**src/rtl/lc3_control_fsm.sv**
```systemverilog
// LC-3 control unit: Moore FSM sequencing fetch/decode/execute with MEM_WAIT-cycle SRAM accesses.
// Define LC3_LDI_STI_EN to add the LDI/STI indirect-addressing states.
module lc3_control_fsm #(
  parameter int MEM_WAIT = 2
) (
  input  logic       Clk,
  input  logic       Reset,
  input  logic       Run,
  input  logic       Continue,
  input  logic [3:0] Opcode,
  input  logic       IR_5,
  input  logic       IR_11,
  input  logic       BEN,
  output logic       LD_MAR,
  output logic       LD_MDR,
  output logic       LD_IR,
  output logic       LD_BEN,
  output logic       LD_CC,
  output logic       LD_REG,
  output logic       LD_PC,
  output logic       LD_LED,
  output logic       GatePC,
  output logic       GateMDR,
  output logic       GateALU,
  output logic       GateMARMUX,
  output logic       DRMUX,
  output logic       SR1MUX,
  output logic       SR2MUX,
  output logic       ADDR1MUX,
  output logic [1:0] PCMUX,
  output logic [1:0] ADDR2MUX,
  output logic [1:0] ALUK,
  output logic       MIO_EN,
  output logic       Mem_OE_n,
  output logic       Mem_WE_n
);

  localparam int CW = (MEM_WAIT > 1) ? $clog2(MEM_WAIT) : 1;
  localparam logic [CW-1:0] WAIT_LOAD = CW'(MEM_WAIT - 1);

  typedef enum logic [4:0] {
    HALTED, S18, S33, S35, S32,
    S01, S05, S09, S00, S22, S12, S04, S21, S20,
    S06, S25, S27, S07, S23, S16, S13, S13W
`ifdef LC3_LDI_STI_EN
    , S10, S11, S24, S29, S26, S30
`endif
  } state_e;

  typedef struct packed {
    logic       ld_mar, ld_mdr, ld_ir, ld_ben, ld_cc, ld_reg, ld_pc, ld_led;
    logic       gate_pc, gate_mdr, gate_alu, gate_marmux;
    logic       drmux, sr1mux, sr2mux, addr1mux;
    logic [1:0] pcmux, addr2mux, aluk;
    logic       mio_en, mem_oe_n, mem_we_n;
  } ctrl_t;

  state_e        state_q, state_d;
  logic [CW-1:0] cnt_q, cnt_d;
  ctrl_t         ctrl_q;

  function automatic logic is_mem(state_e s);
    return (s == S33) || (s == S25) || (s == S16)
`ifdef LC3_LDI_STI_EN
        || (s == S24) || (s == S29)
`endif
        ;
  endfunction

  // Control word for a state; registered from the next state so outputs track state_q exactly.
  function automatic ctrl_t decode(state_e s, logic ir5);
    ctrl_t c;
    c          = '0;
    c.mem_oe_n = 1'b1;
    c.mem_we_n = 1'b1;
    case (s)
      S18: begin c.gate_pc = 1'b1; c.ld_mar = 1'b1; c.ld_pc = 1'b1; end
      S33, S25: begin c.mem_oe_n = 1'b0; c.mio_en = 1'b1; c.ld_mdr = 1'b1; end
      S35: begin c.gate_mdr = 1'b1; c.ld_ir = 1'b1; end
      S32: c.ld_ben = 1'b1;
      S01, S05: begin
        c.sr1mux = 1'b1; c.sr2mux = ir5; c.gate_alu = 1'b1;
        c.ld_reg = 1'b1; c.ld_cc = 1'b1;
        c.aluk   = (s == S05) ? 2'b01 : 2'b00;
      end
      S09: begin
        c.sr1mux = 1'b1; c.aluk = 2'b10; c.gate_alu = 1'b1;
        c.ld_reg = 1'b1; c.ld_cc = 1'b1;
      end
      S22: begin c.addr2mux = 2'b01; c.pcmux = 2'b10; c.ld_pc = 1'b1; end
      S12, S20: begin
        c.sr1mux = 1'b1; c.addr1mux = 1'b1; c.addr2mux = 2'b11;
        c.pcmux  = 2'b10; c.ld_pc = 1'b1;
      end
      S04: begin c.gate_pc = 1'b1; c.drmux = 1'b1; c.ld_reg = 1'b1; end
      S21: begin c.addr2mux = 2'b00; c.pcmux = 2'b10; c.ld_pc = 1'b1; end
      S06, S07: begin
        c.sr1mux = 1'b1; c.addr1mux = 1'b1; c.addr2mux = 2'b10;
        c.gate_marmux = 1'b1; c.ld_mar = 1'b1;
      end
      S27: begin c.gate_mdr = 1'b1; c.ld_reg = 1'b1; c.ld_cc = 1'b1; end
      S23: begin c.aluk = 2'b11; c.gate_alu = 1'b1; c.ld_mdr = 1'b1; end
      S16: c.mem_we_n = 1'b0;
      S13, S13W: c.ld_led = 1'b1;
`ifdef LC3_LDI_STI_EN
      S10, S11: begin c.addr2mux = 2'b01; c.gate_marmux = 1'b1; c.ld_mar = 1'b1; end
      S24, S29: begin c.mem_oe_n = 1'b0; c.mio_en = 1'b1; c.ld_mdr = 1'b1; end
      S26, S30: begin c.gate_mdr = 1'b1; c.ld_mar = 1'b1; end
`endif
      default: ;
    endcase
    return c;
  endfunction

  always_comb begin
    // NOTE: every comb output gets a default first so no path can infer a latch.
    state_d = state_q;
    cnt_d   = '0;
    case (state_q)
      HALTED: if (Run) state_d = S18;
      S18:    state_d = S33;
      S33:    if (cnt_q == '0) state_d = S35; else cnt_d = cnt_q - 1'b1;
      S35:    state_d = S32;
      S32: begin
        case (Opcode)
          4'b0001: state_d = S01;
          4'b0101: state_d = S05;
          4'b1001: state_d = S09;
          4'b0000: state_d = S00;
          4'b1100: state_d = S12;
          4'b0100: state_d = S04;
          4'b0110: state_d = S06;
          4'b0111: state_d = S07;
          4'b1101: state_d = S13;
`ifdef LC3_LDI_STI_EN
          4'b1010: state_d = S10;
          4'b1011: state_d = S11;
`endif
          default: state_d = S18;
        endcase
      end
      S00:    state_d = BEN ? S22 : S18;
      S04:    state_d = IR_11 ? S21 : S20;
      S06:    state_d = S25;
      S25:    if (cnt_q == '0) state_d = S27; else cnt_d = cnt_q - 1'b1;
      S07:    state_d = S23;
      S23:    state_d = S16;
      S16:    if (cnt_q == '0) state_d = S18; else cnt_d = cnt_q - 1'b1;
      S13:    if (Continue) state_d = S13W;
      // Requiring Continue to drop keeps one long press from releasing two pauses.
      S13W:   if (!Continue) state_d = S18;
`ifdef LC3_LDI_STI_EN
      S10:    state_d = S24;
      S24:    if (cnt_q == '0) state_d = S26; else cnt_d = cnt_q - 1'b1;
      S26:    state_d = S25;
      S11:    state_d = S29;
      S29:    if (cnt_q == '0) state_d = S30; else cnt_d = cnt_q - 1'b1;
      S30:    state_d = S23;
`endif
      S01, S05, S09, S22, S12, S21, S20, S27: state_d = S18;
      default: state_d = HALTED;
    endcase
    if (is_mem(state_d) && (state_d != state_q)) cnt_d = WAIT_LOAD;
  end

  always_ff @(posedge Clk or negedge Reset) begin
    if (!Reset) begin
      state_q <= HALTED;
      cnt_q   <= '0;
      ctrl_q  <= decode(HALTED, 1'b0);
    end else begin
      // NOTE: sequential state uses non-blocking assignments so all registers update together.
      state_q <= state_d;
      cnt_q   <= cnt_d;
      ctrl_q  <= decode(state_d, IR_5);
    end
  end

  assign LD_MAR     = ctrl_q.ld_mar;
  assign LD_MDR     = ctrl_q.ld_mdr;
  assign LD_IR      = ctrl_q.ld_ir;
  assign LD_BEN     = ctrl_q.ld_ben;
  assign LD_CC      = ctrl_q.ld_cc;
  assign LD_REG     = ctrl_q.ld_reg;
  assign LD_PC      = ctrl_q.ld_pc;
  assign LD_LED     = ctrl_q.ld_led;
  assign GatePC     = ctrl_q.gate_pc;
  assign GateMDR    = ctrl_q.gate_mdr;
  assign GateALU    = ctrl_q.gate_alu;
  assign GateMARMUX = ctrl_q.gate_marmux;
  assign DRMUX      = ctrl_q.drmux;
  assign SR1MUX     = ctrl_q.sr1mux;
  assign SR2MUX     = ctrl_q.sr2mux;
  assign ADDR1MUX   = ctrl_q.addr1mux;
  assign PCMUX      = ctrl_q.pcmux;
  assign ADDR2MUX   = ctrl_q.addr2mux;
  assign ALUK       = ctrl_q.aluk;
  assign MIO_EN     = ctrl_q.mio_en;
  assign Mem_OE_n   = ctrl_q.mem_oe_n;
  assign Mem_WE_n   = ctrl_q.mem_we_n;

endmodule

```
**config.mk**
```make
export PLATFORM = sky130hd
export DESIGN_NAME = lc3_control_fsm
export DESIGN_NICKNAME = d
export VERILOG_FILES = /design/src/rtl/lc3_control_fsm.sv
export SDC_FILE = /design/constraint.sdc
export NUM_CORES = 1
export LEC_CHECK = 0
export ABC_AREA = 0
export BUFFER_PORTS_ARGS = -buffer_cell sky130_fd_sc_hd__buf_2
export CAP_MARGIN = 10
export CORE_MARGIN = 8
export CORE_UTILIZATION = 41
export DETAILED_ROUTE_END_ITERATION = 10
export PLACE_DENSITY = 0.67
export SLEW_MARGIN = 10
export SYNTH_ARGS = -nofsm -noshare
export SYNTH_HDL_FRONTEND = slang
export SYNTH_SLANG_ARGS = --single-unit
```
**constraint.sdc**
```tcl
create_clock -name Clk -period 1.9 [get_ports Clk]
set_input_delay 0.38 -clock Clk [delete_from_list [all_inputs] [get_ports Clk]]
set_output_delay 0.38 -clock Clk [all_outputs]
set_load 0.01 [all_outputs]
```
Word-level counts from Yosys, hierarchy flattened
Memories as Yosys holds them, arrays and structs flattened.
Cells that the tools add are included.
{"block": "word_totals", "memories": 1, "out_inout_bits": 25, "wordCells": 124, "mem_bits_ro": 80, "reg_bits": 31}
{"block": "classes", "muxes": 34, "eq_ne": 42, "reduce_logical": 22, "addsub": 1}
{"memory": "(no name shown)", "depth": 16, "word_bits": 5, "rd": 1, "rd_ports_with_merged_regs": 0, "wr": 0, "line": "125", "rtl": "case (Opcode)"}
{"cell": "5-bit by 4-bit equality test with 1-bit output (second input constant)", "count": 15}
{"cell": "5-bit case mux with 15 select lines", "count": 1}
{"cell": "5-bit equality test (second input constant)", "count": 12}
{"cell": "5-bit by 3-bit equality test with 1-bit output (second input constant)", "count": 8}
{"cell": "5-bit two-way mux", "count": 6}
{"cell": "1-bit two-way mux", "count": 22}
{"cell": "5-bit by 2-bit equality test with 1-bit output (second input constant)", "count": 4}
{"cell": "4-bit OR reduction", "count": 4}
{"cell": "2-bit OR reduction", "count": 7}
{"cell": "2-bit case mux with 3 select lines", "count": 2}
{"cell": "5-bit by 1-bit equality test with 1-bit output (second input constant)", "count": 2}
{"cell": "5-bit OR reduction", "count": 2}
{"cell": "3-bit OR reduction", "count": 3}
{"cell": "8-bit OR reduction", "count": 1}
{"cell": "7-bit OR reduction", "count": 1}
{"cell": "5-bit zero test", "count": 1}
{"cell": "5-bit inequality test", "count": 1}
{"cell": "2-bit two-way mux", "count": 2}
{"cell": "4-bit two-way mux", "count": 1}
{"cell": "1-bit logical OR", "count": 2}
{"cell": "1-bit logical AND", "count": 1}
{"cell": "1-bit subtractor (second input constant)", "count": 1}

Logic depth before layout (Yosys ltp)
Gate-level depths: netlist of run 1.
{"block": "depth", "depth_word": 8, "depth_mapped": 11, "depth_no_buf": 10}

Least setup slack after synthesis of run 1
OpenSTA, ideal clock, no wires.
{"block": "synth_timing", "kind": "input to register", "from": "input port Opcode[0]", "to": "register cnt_q", "arrival_ps": 2234, "setup_slack_ps": -430, "path_stages": 8, "required_ps": 1804, "path_cell_list": "inv_1 > ha_1 > mux2_4 > a2111oi_4 > inv_4 > nor3_4 > a22oi_2 > a311oi_2"}
{"block": "synth_between", "elab_chain_len": 7}
{"element": "from (decl)", "line": "10", "rtl": "input logic [3:0] Opcode,"}
{"element": "memory 16 x 5 bit (*)"}
{"element": "5-bit case mux with 15 select lines (*)", "line": "119", "rtl": "case (state_q)"}
{"element": "via state_d[2]", "line": "58", "rtl": "state_e state_q, state_d;"}
{"element": "5-bit by 2-bit equality test with 1-bit output or 5-bit by 4-bit equality test with 1-bit output (tied branches)", "line": "63", "rtl": "return (s == S33) || (s == S25) || (s == S16)"}
{"element": "1-bit logical OR (2 in a row)", "line": "63"}
{"element": "1-bit logical AND (*)", "line": "163", "rtl": "if (is_mem(state_d) && (state_d != state_q)) cnt_d = WAIT_LOAD;"}
{"element": "1-bit two-way mux (*)", "line": "163"}
{"element": "via cnt_d", "line": "59", "rtl": "logic [CW-1:0] cnt_q, cnt_d;"}
{"element": "to (signal assigned)", "line": "174", "rtl": "cnt_q <= cnt_d;"}
{"element": "to (decl)", "line": "59"}
Mark *: on every way through the listed nets, which the timed path passes. The rest lies on a longest branch.

Worst setup path in the final report of run 1
{"block": "layout_timing", "from": "register state_q[2]", "to": "register ctrl_q, in the netlist PCMUX[1]"}
{"block": "layout_between", "elab_chain_len": 6}
{"element": "from (decl)", "line": "58"}
{"element": "from (signal assigned)", "line": "173", "rtl": "state_q <= state_d;"}
{"element": "5-bit by 3-bit equality test with 1-bit output (tied with other cells)", "line": "119"}
{"element": "8-bit OR reduction", "line": "119"}
{"element": "5-bit case mux with 15 select lines (*)", "line": "119"}
{"element": "5-bit by 4-bit equality test with 1-bit output", "line": "76", "rtl": "case (s)"}
{"element": "4-bit OR reduction (no source line) (*)"}
{"element": "2-bit two-way mux (*)", "line": "76"}
{"element": "to (signal assigned)", "line": "170", "rtl": "ctrl_q <= decode(HALTED, 1'b0);"}
{"element": "to (signal assigned)", "line": "175", "rtl": "ctrl_q <= decode(state_d, IR_5);"}
{"element": "to (decl)", "line": "60", "rtl": "ctrl_t ctrl_q;"}
Mark *: on every way between the ends. The rest lies on a longest branch, timed or not.

==> impl_results.md, run 1 <==
- Via count: 1881
- Synth warn: 0
- Commonest cells post-synth: dfrtp_1, nand2_1, nor2_1
- Syn Nets: 199
- Final setup margin: -0.3108 ns
- Post-route ant nets: 0
- Vias in the first global route: 1827
- Synthesis-to-finish area growth: 65.47%
- Buf+Inv Stages, Crit Path: 4
- Cts bufs inserted: 5
- Critical Path, Cell by Cell: buf_6 -> nand2b_4 -> nor3_4 -> buf_6 -> buf_6 -> a2111oi_4 -> buf_4 -> nand3_1 -> o31a_1 -> a21oi_1
- Arrival @ worst endpoint: 2.42 ns
- Initial antenna violation count: 0
- Final hold viol count: 0
- Crit path depth: 10
- Die area: 0.006582 mm^2
- Internal power: 2795 uW
- Max reg flops: 5
- Overall Global Routing Usage: 17.94%
- Synth top area share: 38.85%
- Clock buffer depth: 2
- Seq/Total Area, Yosys: 41.87%
- TritonRoute pass-1 iters: 5
- Post-Route WL: 6362 um
- Worst VDD drop: 0.8323 mV
- Post-synthesis cell count: 182
- Run status: finished with violations
- Minimum clock period: 2.211 ns
- CP peak stage delay: 0.43 ns
- P_leak: 0.001416 uW
- Max Slew Vio Count: 0
- Cell mode on critical path: buf_6
- Drt initial violations: 199
- Switching Power: 2184 uW
- Seq cells post-synth: 29
- Leading post-synthesis cells by cell area: dfrtp_1, ha_1, nand2_1
- F_max: 0.4523 GHz
- Switching share of power: 43.86%
- Initial Utilization: 43.17%
- Layout cells sized above 1: 60.69%
- HPWL after DPL: 3666 um
- Mean Syn Cell Area: 9.556 um^2
- Total Nets Final: 306
- Biggest register: state_q
- DR WL/cell: 18.71 um
- Worst-path clk slew: 0.07 ns
- Path depth of the worst reg2reg path: 10
- First-pass GRT wire length: 9211 um
- Final Power: 4978 uW
- H-tree levels: 2
- Worst relative slew slack: 57.37%
- Post-synth ARST share: 100.0%
- Max cap viols: 0
- Power Density: 1730 mW/mm^2
- Clock Skew: 0.007986 ns
- Worst-margin pin slew: 0.6395 ns
- Worst-Skew Late Latency: 0.28 ns
- Main synth FF type: dfrtp_1
- Crit-path slowest cell: dfrtp_1
- Clock power share: 11.3%
- Total negative slack: -4.809 ns
- GPL Wtd Cong: 0.9359
- Critical Path Fanout Max: 12
- Core ar.: 0.004029 mm^2
- Capturing point of the worst reg2reg path: PCMUX[1]$_DFF_PN0_
- Buffers on Ports: 34
- DR DRC count: 0
- Post-synthesis cell area: 0.001739 mm^2
- Worst hold path class: in -> async
- Critical R2R Launch: state_q[2]$_DFF_PN0_
- Synth area leader: dfrtp_1
- Largest net degree at the start of global routing: 30
- Worst Setup Path Type: reg -> reg
- Startpoint types: flop
- Die Width: 81.13 um
- IO Count: 36
- ANT cells: 0
- Logic gate share of total power: 70.6%
- CP endpoint kind: flop
- Filler cells: 285
- Row cnt: 23
- Number of synthesized flops with an enable pin: 0
- Sequential share of power: 18.1%
- Post-synth cell types: 58
- R2r setup slk: -0.31 ns
- TritonCTS clock tree: yes
- DIE HEIGHT: 81.13 um
- Final setup violation count: 24
- Count leader, synth: dfrtp_1
- RSZ-0062 raised after global routing: yes
- Failing checks: negative setup slack
- Delay-heaviest family, CP: compound AO/OA/AOI/OAI gates
- DR vias/cell: 5.532
- Period utilisation layout: 116.4%
- CTS Root Cell: clkbuf_8
- Req. time, crit path: 2.10 ns
- CTS Hold Bufs: 0
- Num Clock Sinks: 29
- GR Overflow Total: 0
-- layout by cell type, fill, tap and decap left out, types with 4 or more instances in the layout --
master,instances
buf_4,58
buf_2,34
dfrtp_1,24
buf_6,18
nand2_1,12
nor2_1,8
clkbuf_8,7
nand2_2,6
inv_1,6
a21oi_1,6
nor2b_1,5
nand4_1,5
ha_1,5
o21ai_1,4
nor3_1,4
nand3_1,4
-- layout make-up --
cell class | instances | area, um^2 | area share, %
well taps | 50 | 62.56 | 2.174
flip-flops and latches | 29 | 732.0 | 25.43
inverters | 13 | 63.81 | 2.217
clock inverters | 1 | 5.005 | 0.1739
repair buffers | 111 | 828.3 | 28.78
clock buffers | 7 | 96.34 | 3.348
multi-input cells | 129 | 1090 | 37.87
-- timing repair --
item                                    in CTS  in global routing
resized for setup                           49                 17
gates cloned                                 0                  0
pin swaps                                   14                 12
setup buffers                               14                 11
endpoints found under the setup margin      26                 26
-- layer usage --
layer	global-route usage [%]	up-vias	wire length [um]	part of all wire (%)
met3	4.636	20	511	8.0
met1	21.93	903	2407	38
met4	4.643	0	172	2.7
li1	-	858	-	-
met5	0	-	0	0
met2	30.63	100	3270	51
-- per-stage QoR --
stage / cell area [um^2] / cells / hold WS, ns / setup WS, ns / utilization (%)
4_1_cts: 2756 / 332 / 0.1212 / -0.2633 / 68.42
3_3_place_gp: 2375 / 310 / 0.4138 / -0.3511 / 58.94
6_report: 2878 / 340 / 0.1158 / -0.3108 / 71.43
3_5_place_dp: 2375 / 310 / 0.4220 / -0.4311 / 58.94
5_1_grt: 2878 / 340 / 0.1618 / -0.3611 / 71.43
2_1_floorplan: 1804 / 182 / 0.08441 / -0.2033 / -
-- how the worst max path moves through the flow --
stage	start	end	slack, ns
floorplan	Opcode[3]	LD_MDR$_DFF_PN0_	-0.20
global placement	Opcode[1]	LD_MDR$_DFF_PN0_	-0.35
detailed placement	Opcode[1]	SR1MUX$_DFF_PN0_	-0.43
CTS	state_q[0]$_DFF_PN0_	LD_MDR$_DFF_PN0_	-0.26
global route	state_q[4]$_DFF_PN0_	SR1MUX$_DFF_PN0_	-0.36
finish	state_q[2]$_DFF_PN0_	PCMUX[1]$_DFF_PN0_	-0.31
-- worst register-to-register path: cells and delay by family (launching register included) --
kind | cells | cell delay (ns)
compound gates | 3 | 0.73
flops | 1 | 0.43
buf+inv | 4 | 0.69
simple gates | 3 | 0.28
-- cell families after synthesis --
family	after synthesis	synth area share [%]
compound gates	42	19.21
xor+xnor	3	1.511
fa+ha+maj	6	4.316
buf+inv	24	6.906
flops	29	41.87
mux	3	2.086
other cells	1	0.2156
simple gates	74	23.88
-- power by group through the flow --
stage                     clock network [uW]  registers [uW]  logic, uW
after floorplan                            0             935       1390
after global placement                     0             887       2490
after detailed placement                   0             894       2530
after CTS                                563             892       3080
after global routing                     603             913       3690
final                                    563             899       3520
Note: power is estimated with default switching activity, not from simulation.
==> run 2, diff against run 1 <==
--- a/config.mk
+++ b/config.mk
@@ -5,7 +5,7 @@
 export SDC_FILE = /design/constraint.sdc
 export NUM_CORES = 1
 export LEC_CHECK = 0
-export ABC_AREA = 0
+export ABC_AREA = 1
 export BUFFER_PORTS_ARGS = -buffer_cell sky130_fd_sc_hd__buf_2
 export CAP_MARGIN = 10
 export CORE_MARGIN = 8
==> run 2 against run 1 <==
Against the previous run:
- the flow still finishes with violations (negative setup slack)
- global-route usage is 3.7 points lower
- routed wire length is 22% lower
- worst hold slack worse by 0.0014 ns
- core utilization is 9.8 points lower
- sequential share of layout area is 2.2 points higher
- register-to-register slack better by 0.28 ns
- flip-flop and latch count stayed put
- synthesized cell count is 36% higher
- maximum frequency is 15% higher
- critical path depth is 4 higher
- largest power group unchanged
- highest routed layer unchanged
==> impl_results.md, run 2 <==
- Run status: finished with violations
- Failing checks: negative setup slack
- Final setup margin: -0.02584 ns (+0.2850 ns)
- Clock buffer depth: 2 (unchanged)
- Buffers on Ports: 34 (unchanged)
- Synthesis-to-finish area growth: 45.96%
- Register area: 732.0 um^2 (unchanged)
- Die area: 0.006805 mm^2 (+3.4%)
- Seq cells post-synth: 29 (unchanged)
- Post-route ant nets: 0 (unchanged)
- Leading cell type in the layout, fill and taps excluded: nand2_1
- Post-synthesis cell area: 0.001813 mm^2 (+4.2%)
- Req. time, crit path: 2.06 ns (-0.04 ns)
- Cell Count Post-Placement: 362 (+17%)
- P_leak: 0.001567 uW (+11%)
- Max reg flops: 5 (unchanged)
- Worst VDD drop: 0.6582 mV (-21%)
- Syn Nets: 264 (+33%)
- Worst relative slew slack: 58.83% (+1.5 points)
- Multi-input gate area: 0.001105 mm^2 (+1.4%)
- ANT cells: 0 (unchanged)
- Final hold viol count: 0 (unchanged)
- Filler cells: 390 (+37%)
- Seq/Total Area, Yosys: 40.17% (-1.7 points)
- Arrival @ worst endpoint: 2.09 ns (-0.33 ns)
- Largest net degree at the start of global routing: 30 (unchanged)
- GR Overflow Total: 0 (unchanged)
- F_max: 0.5193 GHz (+15%)
- Number of synthesized flops with an enable pin: 0 (unchanged)
- IO Count: 36 (unchanged)
- Critical R2R Launch: state_q[1]$_DFF_PN0_
- CP endpoint kind: flop
- Cts bufs inserted: 5 (unchanged)
- Post-Route WL: 4965 um (-22%)
- Main synth FF type: dfrtp_1
- Final setup violation count: 4 (-83%)
- Commonest cells post-synth: nand2_1, nand3_1, dfrtp_1
- Finished Cell Area: 0.002646 mm^2 (-8.0%)
- Minimum clock period: 1.926 ns (-0.2850 ns)
- Synth area leader: dfrtp_1
- Count leader, synth: nand2_1
- DR DRC count: 0 (unchanged)
- Row cnt: 24 (+4.3%)
- Final Instance Count excl. Fillers: 378 (+11%)
- Power Density: 1630 mW/mm^2 (-5.8%)
- CP Launch Point: state_q[1]$_DFF_PN0_
- Commonest non-fill, non-tap cells in the layout: nand2_1, buf_4, buf_2
- Synth top area share: 37.27% (-1.6 points)
- Path depth of the worst reg2reg path: 14 (+4)
- Layout cells sized above 1: 50.00% (-11 points)
- TritonRoute pass-1 iters: 4 (-1)
- Mean Syn Cell Area: 7.340 um^2 (-23%)
- Total Nets Final: 342 (+12%)
- Max cap viols: 0 (unchanged)
- Period utilisation layout: 101.4% (-15 points)
- TritonCTS clock tree: yes
- Leading post-synthesis cells by cell area: dfrtp_1, nand2_1, nand3_1
- Initial Utilization: 42.22% (-0.95 points)
- DR WL/cell: 13.13 um (-30%)
- Final Power: 4313 uW (-13%)
- Post-synthesis cell count: 247 (+36%)
- Startpoint types: flop
- Placed Area: 0.002265 mm^2 (-4.6%)
- Worst-margin pin slew: 0.6176 ns (-0.02195 ns)
- RSZ-0062 raised after global routing: yes
- Synth warn: 0 (unchanged)
- Drt initial violations: 97 (-51%)
- Worst-path clk slew: 0.06 ns (about the same)
- HPWL after DPL: 3613 um (-1.5%)
- Max Slew Vio Count: 0 (unchanged)
- DR vias/cell: 4.878 (-12%)
- R2r setup slk: -0.03 ns (+0.28 ns)
- Critical Path Fanout Max: 6 (-6)
- DIE HEIGHT: 82.50 um (+1.7%)
- Num Clock Sinks: 29 (unchanged)
- Vias in the first global route: 1700 (-7.0%)
- Clock Skew: 0.003383 ns (-0.004603 ns)
- Worst Setup Path Type: reg -> reg
- First-pass GRT wire length: 7624 um (-17%)
- H-tree levels: 2 (unchanged)
- Initial antenna violation count: 0 (unchanged)
- Overall Global Routing Usage: 14.28% (-3.7 points)
- GPL Wtd Cong: 0.8954 (-4.3%)
- CTS Root Cell: clkbuf_8
- Via count: 1844 (-2.0%)
- Die Width: 82.50 um (+1.7%)
- Worst-Skew Late Latency: 0.28 ns (about the same)
- Post-synth ARST share: 100.0% (unchanged)
- Post-synth cell types: 30 (-48%)
- Worst hold path class: in -> async
- Biggest register: state_q
- Core ar.: 0.004294 mm^2 (+6.6%)
- CTS Hold Bufs: 0 (unchanged)
- Post-placement setup slack: -0.2129 ns (+0.2182 ns)
[run 2: area by class of cell]
cell class | instances | share of cell area, %
inverters | 34 | 4.823
multi-input cells | 179 | 41.75
clock inverters | 1 | 1.135
flip-flops and latches | 29 | 27.66
repair buffers | 76 | 18.91
clock buffers | 7 | 3.262
well taps | 52 | 2.459
[run 2: metrics by stage]
step           setup TNS [ns]  hold WS [ns]  utilization [%]
2_1_floorplan               0       0.08441                -
3_3_place_gp           -2.476        0.4247            52.74
3_5_place_dp           -3.021        0.4344            52.74
4_1_cts              -0.01719        0.1367            56.06
5_1_grt                -1.095        0.1695            61.63
6_report             -0.03826        0.1144            61.63
[run 2: timing repair]
item,in CTS,in global routing
resized for setup,8,58
setup endpoints to repair,18,23
setup buffers,0,8
cloned,0,0
pin swaps,1,18
[run 2: worst paths after layout]
| kind | endpoint |
|---|---|
| max reg2reg | LD_PC$_DFF_PN0_ |
| max | LD_PC$_DFF_PN0_ |
| min in group Clk | SR2MUX$_DFF_PN0_ |
| min reg2reg | cnt_q$_DFF_PN0_ |
| max in group asynchronous | state_q[3]$_DFF_PN0_ |
| min | LD_MDR$_DFF_PN0_ |
[run 2: cell families after synthesis]
logic type               after synthesis  synth area share (%)
flip-flops                            29                 40.17
adder cells (fa/ha/maj)                6                 4.141
buffers and inverters                 39                 9.178
other                                  1                0.2068
AO/OA/AOI/OAI                          7                 2.415
XOR/XNOR                               1                0.4832
AND/OR/NAND/NOR                      164                 43.41
[run 2: critical path: stages, from the launching register on]
cell and delay (ns):
dfrtp_1 0.43, buf_6 0.15, nor2_4 0.09, nand2_2 0.09, nor2_4 0.17, nand2_2 0.09, nor2_4 0.13, nor2_4 0.05
nand3_4 0.13, buf_6 0.14, nor2_1 0.05, nand3_1 0.09, nand2_1 0.06, inv_2 0.07, nand3_2 0.06
[run 2: report_power, final]
part	switching, uW	internal, uW
Clock	227	427
Sequential	105	790
Combinational	1600	1160
Total	1930	2380
[run 2: layer usage]
metal	global-route usage, %	wire length, um	vias up
li1	-	-	930
met1	16.74	2099	855
met2	25.61	2471	44
met3	3.139	279	15
met4	3.793	114	0
met5	0	0	-
